$ cat src/rtl/iter_divider.sv
// Multicycle signed 32-bit divider: magnitude conversion, 32-step restoring
// division, sign restore on the quotient. One-cycle RDY pulse on completion.
module iter_divider #(
    parameter int WIDTH    = 32,
    parameter int CNT_BITS = 6
) (
    input  logic             clock,
    input  logic             reset,
    input  logic             ctrl_DIV,
    input  logic [WIDTH-1:0] data_operandA,
    input  logic [WIDTH-1:0] data_operandB,
    output logic [WIDTH-1:0] data_result,
    output logic             data_exception,
    output logic             data_resultRDY
);

    // state | meaning
    // IDLE  | waiting for ctrl_DIV
    // RUN   | one restoring step per clock, WIDTH steps total
    // DONE  | publish quotient/exception and pulse RDY
    typedef enum logic [1:0] {IDLE, RUN, DONE} state_t;

    localparam logic [WIDTH-1:0]    ONE_W    = WIDTH'(1);
    localparam logic [CNT_BITS-1:0] ONE_C    = CNT_BITS'(1);
    localparam logic [CNT_BITS-1:0] LAST_CNT = CNT_BITS'(WIDTH - 1);

    state_t              state, state_nxt;
    logic [CNT_BITS-1:0] cnt;
    logic [WIDTH-1:0]    quo, rem, dvs;
    logic                sign, dz;

    logic [WIDTH-1:0]    mag_a, mag_b, quo_signed;
    logic [WIDTH:0]      rem_sh, trial;
    logic                trial_ok;

    always_comb begin
        mag_a      = data_operandA[WIDTH-1] ? (~data_operandA + ONE_W) : data_operandA;
        mag_b      = data_operandB[WIDTH-1] ? (~data_operandB + ONE_W) : data_operandB;
        rem_sh     = {rem, quo[WIDTH-1]};
        // rem_sh < 2*dvs, so bit WIDTH of the wrapped difference is the borrow
        trial      = rem_sh - {1'b0, dvs};
        trial_ok   = ~trial[WIDTH];
        quo_signed = sign ? (~quo + ONE_W) : quo;
    end

    always_ff @(posedge clock or posedge reset) begin
        if (reset) state <= IDLE;
        else       state <= state_nxt;
    end

    always_comb begin
        state_nxt = state;
        if (ctrl_DIV) begin
            state_nxt = RUN;
        end else begin
            case (state)
                IDLE:    state_nxt = IDLE;
                RUN:     if (cnt == LAST_CNT) state_nxt = DONE;
                DONE:    state_nxt = IDLE;
                default: state_nxt = IDLE;
            endcase
        end
    end

    always_ff @(posedge clock or posedge reset) begin
        if (reset) begin
            cnt            <= '0;
            quo            <= '0;
            rem            <= '0;
            dvs            <= '0;
            sign           <= 1'b0;
            dz             <= 1'b0;
            data_result    <= '0;
            data_exception <= 1'b0;
            data_resultRDY <= 1'b0;
        end else begin
            data_resultRDY <= 1'b0;
            if (ctrl_DIV) begin
                quo  <= mag_a;
                dvs  <= mag_b;
                rem  <= '0;
                sign <= data_operandA[WIDTH-1] ^ data_operandB[WIDTH-1];
                dz   <= (data_operandB == '0);
                cnt  <= '0;
            end else if (state == RUN) begin
                rem <= trial_ok ? trial[WIDTH-1:0] : rem_sh[WIDTH-1:0];
                quo <= {quo[WIDTH-2:0], trial_ok};
                cnt <= cnt + ONE_C;
            end else if (state == DONE) begin
                data_result    <= dz ? '0 : quo_signed;
                data_exception <= dz;
                data_resultRDY <= 1'b1;
            end
        end
    end

endmodule

$ cat config.mk
export PLATFORM = sky130hd
export DESIGN_NAME = iter_divider
export DESIGN_NICKNAME = d
export VERILOG_FILES = /design/src/rtl/iter_divider.sv
export SDC_FILE = /design/constraint.sdc
export NUM_CORES = 1
export LEC_CHECK = 0
export CAP_MARGIN = 20
export CORE_MARGIN = 8
export CORE_UTILIZATION = 25
export DETAILED_ROUTE_END_ITERATION = 12
export MAX_ROUTING_LAYER = met4
export SLEW_MARGIN = 20
export SYNTH_ARGS = -nofsm -noshare
export SYNTH_HDL_FRONTEND = slang
export SYNTH_SLANG_ARGS = --single-unit
$ cat constraint.sdc
create_clock -name clock -period 11.7 [get_ports clock]
set_input_delay 3.51 -clock clock [delete_from_list [all_inputs] [get_ports clock]]
set_output_delay 3.51 -clock clock [all_outputs]
set_load 0.005 [all_outputs]
**Word level (Yosys, flattened, before mapping)**

Index checks and enable logic that the tools add are counted.

- $mul: 0
- Mux-type cells: 17
- Bitwise gates (word level): 7
- Add/sub/neg operators: 5
- Shifts and indexed selects: 0
- Reductions and logical operators: 3
- Eq/ne operators: 4
- $lt $le $gt $ge: 0
- Div/mod/pow operators: 0

Operators with widths:

| cell | number |
|---|---|
| 2-to-1 mux 32 bit | 9 |
| adder 32 x 1 -> 32 bit (second input constant) | 3 |
| inverter 32 bit | 3 |
| subtractor 33 x 32 -> 33 bit | 1 |
| zero test 32 bit | 1 |
| 2-to-1 mux 6 bit | 2 |
| adder 6 x 1 -> 6 bit (second input constant) | 1 |
| equality test 6 x 5 -> 1 bit (second input constant) | 1 |
| 2-to-1 mux 2 bit | 3 |
| 2-to-1 mux 1 bit | 3 |
| inequality test 3 bit (second input constant) | 1 |
| inverter 1 bit | 3 |
| AND reduction 3 bit | 1 |
| equality test 2 x 1 -> 1 bit (second input constant) | 1 |
| equality test 2 bit (second input constant) | 1 |
| nonzero test 2 bit | 1 |
| bitwise XOR 1 bit | 1 |

- RAM bits: 0
- Input bits: 67
- Memories: 0
- Latch bits: 0
- Register bits after elaboration: 140
- ROM bits: 0

**Longest topological paths before layout**

- Depth after elaboration: 4
- Mapped depth: 14
- Depth with buffers taken out: 12

**Least setup slack after synthesis**

No wires, ideal clock.

- Path kind: input to register
- From: input data_operandA[1]
- To: register quo[29]
- Cell stages on the path: 8
- Arrival time: 6131 ps
- Path buffers: 0
- Setup time: 137 ps
- Path slack: 5431 ps
- Cell sequence: or4_1 > or4_1 > or3_1 > or3_1 > or3_1 > o31ai_1 > xor2_1 > a21oi_1

- Cells in the longest elaborated chain, start to end: 4

RTL lines:

| element | line | RTL |
|---|---|---|
| start, declared | 10 | `input logic [WIDTH-1:0] data_operandA,` |
| inverter 32 bit | 37 | `mag_a = data_operandA[WIDTH-1] ? (~data_operandA + ONE_W) : data_operandA;` |
| adder 32 x 1 -> 32 bit | 37 |  |
| 2-to-1 mux 32 bit | 37 |  |
| 2-to-1 mux 32 bit | 78 | `if (ctrl_DIV) begin` |
| end signal, assigned | 79 | `quo <= mag_a;` |
| end signal, assigned | 87 | `quo <= {quo[WIDTH-2:0], trial_ok};` |
| end, declared | 29 | `logic [WIDTH-1:0] quo, rem, dvs;` |

No other way between the ends.
A chain may end at the register's enable or synchronous reset.

**Worst setup path in the final report**

Same ends and word-level chain as after synthesis.

==> results.toml <==
[finish]
regArea_sq_mm = 0.003503
fill_cells = 4019
final_cells = 1699
syn2layout_area_growth_pct = 21.40
multi_input_area_sq_mm = 0.005637
fin_nets = 1279
drive_gt1_frac = 0.04882
antennaDiodeCount = 0

[placement]
hpwlAfterDp_um = 18200
gp_congestion = 0.8466
portBuffers = 100
numPlacedInstances = 1667

[worst_setup_path]
r2r.worst_path.cells = 10
crit_fanout = 5
worst_ep_arrival_time_ns = 6.92
startpoint = "data_operandA[1]"
crit_path_end_kind = "register"
r2r-start = "rem[13]"
worst-setup-path-type = "input pin to register"
cp-start-kind = "input pin"
r2r-end = "rem[18]"
critPathRequiredTime_ns = 11.98
crit_end = "quo[29]"
r2r_slack_ns = 7.13

[clock_network]
cts_max_path_buffers = 2
post-cts-setup-buffers = 0
cts_buffers = 17
clock_latency_ns = 0.43
h-tree-depth = 4
clock_sinks = 140
hold_buffers = 0
clk_pin_slew_ns = 0.06
cts_tree = "built"
root_buffer = "clkbuf_16"
cts.repair.resized = 0

[pwr]
p_per_area_mw_per_mm2 = 176.9
power_mw = 2.049
p_leak_nw = 5.048
ir_drop_v = 0.0001124

[timing]
tightest_slew_ns = 1.035
setup_viol = 0
fmax_mhz = 150.7
layout_min_cycle_time_ns = 6.635
fin_setup_tns_ns = 0
fin_skew_ns = 0.007516
min_period_over_period = 0.5671
relSlewSlack = 0.3100
rsz0062_at_grt = "false"
final_max_slew_viol_count = 0
hold_viol_final = 0

[route]
drc = 0
wl_met2_um = 11210
wl_per_cell_um = 14.76
highest_layer = "met4"
dr.pass1.iters = 5
viasPerCell = 4.798
wl_met3_um = 1083
ant_nets = 0
drt-total-wl_um = 25080
via_count = 8152
drt-met1-wl_um = 12550
drt_iter0_drc = 372

[yosys]
syn_nets = 1210
yosysWarnings = 0
ys_ff_latch = 140
ys_seq_area_frac = 0.3672
synth_flop_cell = "dfrtp_1"
synth_cell_types = 59
syn_area_sq_mm = 0.009540
synth_cells = 1106
async_flop_share = 1.000
synth-edff-count = 0
syn_area_per_cell_sq_um = 8.626

[global_route]
grt_pass1_wl_um = 40990
first_global_vias = 7972
gr-total-overflow = 0
grt_usage = 0.1160
grt_max_degree = 78
antenna_found_initial = 1

[floorplanning]
dieWidth_um = 211.4
core_sq_mm = 0.03767
start_util = 0.2533
dieArea_sq_mm = 0.04467
rows = 71
ios = 101
die_h_um = 211.4

[run_status]
status = "complete, no violations"

[hold_path]
hold_path_class = "register to register"

[run]
cap_violations = 0
==> cell usage in the layout (no fill, tap or decap), drive strengths merged, types with 11 or more instances in the layout <==
| cell | count |
|---|---|
| nor2 | 89 |
| o41ai | 17 |
| nand2 | 123 |
| a21oi | 74 |
| a21o | 12 |
| o31ai | 33 |
| or3 | 18 |
| a211oi | 28 |
| clkbuf | 20 |
| xor2 | 68 |
| dfrtp | 140 |
| clkdlybuf4s50 | 98 |
| nor3 | 15 |
| o21ai | 100 |
| nand2b | 14 |
| or4 | 17 |
| nand3 | 15 |
| mux2i | 48 |
| xnor2 | 47 |
| inv | 50 |
| buf | 11 |
| ha | 36 |
==> final cells by class <==
cell class              instances  area share
inverters                      47     0.01566
clock buffers                  20     0.03857
clock inverters                12    0.009830
repair buffers                109     0.09161
flip-flops and latches        140      0.3025
multi-input cells             860      0.4867
well taps                     511     0.05520
==> through the flow <==
stage | util | hold slack, ns | cell area, sq um | setup WS (ns)
2_1_floorplan | - | 0.4726 | 9540 | 4.437
3_3_place_gp | 0.2928 | 0.4624 | 11030 | 4.706
3_5_place_dp | 0.2928 | 0.4690 | 11030 | 4.603
4_1_cts | 0.3076 | 0.4833 | 11590 | 5.061
5_1_grt | 0.3075 | 0.5080 | 11580 | 4.912
6_report | 0.3075 | 0.4749 | 11580 | 5.065
==> how the worst min path moves through the flow <==
stage	slack, ns	start	cells past startpoint	to
floorplan	0.47	data_result[0]	2	data_result[0]
global placement	0.46	data_result[23]	2	data_result[23]
detailed placement	0.47	data_result[22]	2	data_result[22]
CTS	0.48	data_result[22]	2	data_result[22]
global route	0.51	data_result[20]	2	data_result[20]
finish	0.47	data_result[22]	2	data_result[22]
==> worst max-delay path: stages <==
cell,delay [ns]
clkdlybuf4s50_1,0.46
or4_1,0.56
or4_1,0.54
or3_1,0.45
or3_1,0.43
or3_1,0.41
o31ai_1,0.28
xor2_1,0.18
a21oi_1,0.09
==> cell usage after synthesis (9+ instances only) <==
| cell | instances | area, sq um |
|---|---|---|
| a21o_1 | 12 | 90.09 |
| or3_1 | 18 | 112.6 |
| buf_1 | 9 | 33.78 |
| xor2_1 | 68 | 595.6 |
| a21oi_1 | 74 | 370.4 |
| mux2i_1 | 48 | 480.5 |
| nor3_1 | 15 | 75.07 |
| dfrtp_1 | 140 | 3503 |
| inv_1 | 47 | 176.4 |
| o41ai_1 | 17 | 148.9 |
| xnor2_1 | 47 | 411.6 |
| nor2_1 | 89 | 334.1 |
| nand2b_1 | 14 | 87.58 |
| o31ai_1 | 31 | 232.7 |
| nand3_1 | 15 | 75.07 |
| ha_1 | 36 | 450.4 |
| o21ai_0 | 100 | 500.5 |
| clkbuf_1 | 44 | 165.2 |
| or4_1 | 14 | 105.1 |
| a211oi_1 | 28 | 210.2 |
| nand2_1 | 123 | 461.7 |
==> state kept, by name, summed over array words and instances, names as in the netlist <==
name,count
dz,1
dvs,32
data_resultRDY,1
rem,32
quo,32
sign,1
state,2
data_result,32
cnt,6
data_exception,1
==> per-layer routing <==
layer,global-route usage,vias up
li1,-,4112
met1,0.1528,3851
met5,-,-
met2,0.1825,168
met3,0.01996,21
met4,0.03115,0
==> power by group <==
part / internal [mW] / total, mW / switching [mW]
Sequential: 0.565 / 0.648 / 0.0821
Clock: 0.300 / 0.525 / 0.226
Combinational: 0.382 / 0.876 / 0.494
==> logic make-up (layout without fill, tap and decap cells) <==
kind of cell	count (synthesis)	count (layout)	share of synthesized area
buf+inv	106	188	0.04275
mux	49	49	0.05154
xor+xnor	115	115	0.1056
compound gates	318	318	0.2111
fa+ha+maj	37	37	0.04931
simple gates	341	341	0.1725
flops	140	140	0.3672
(Power assumes the default switching activity.)
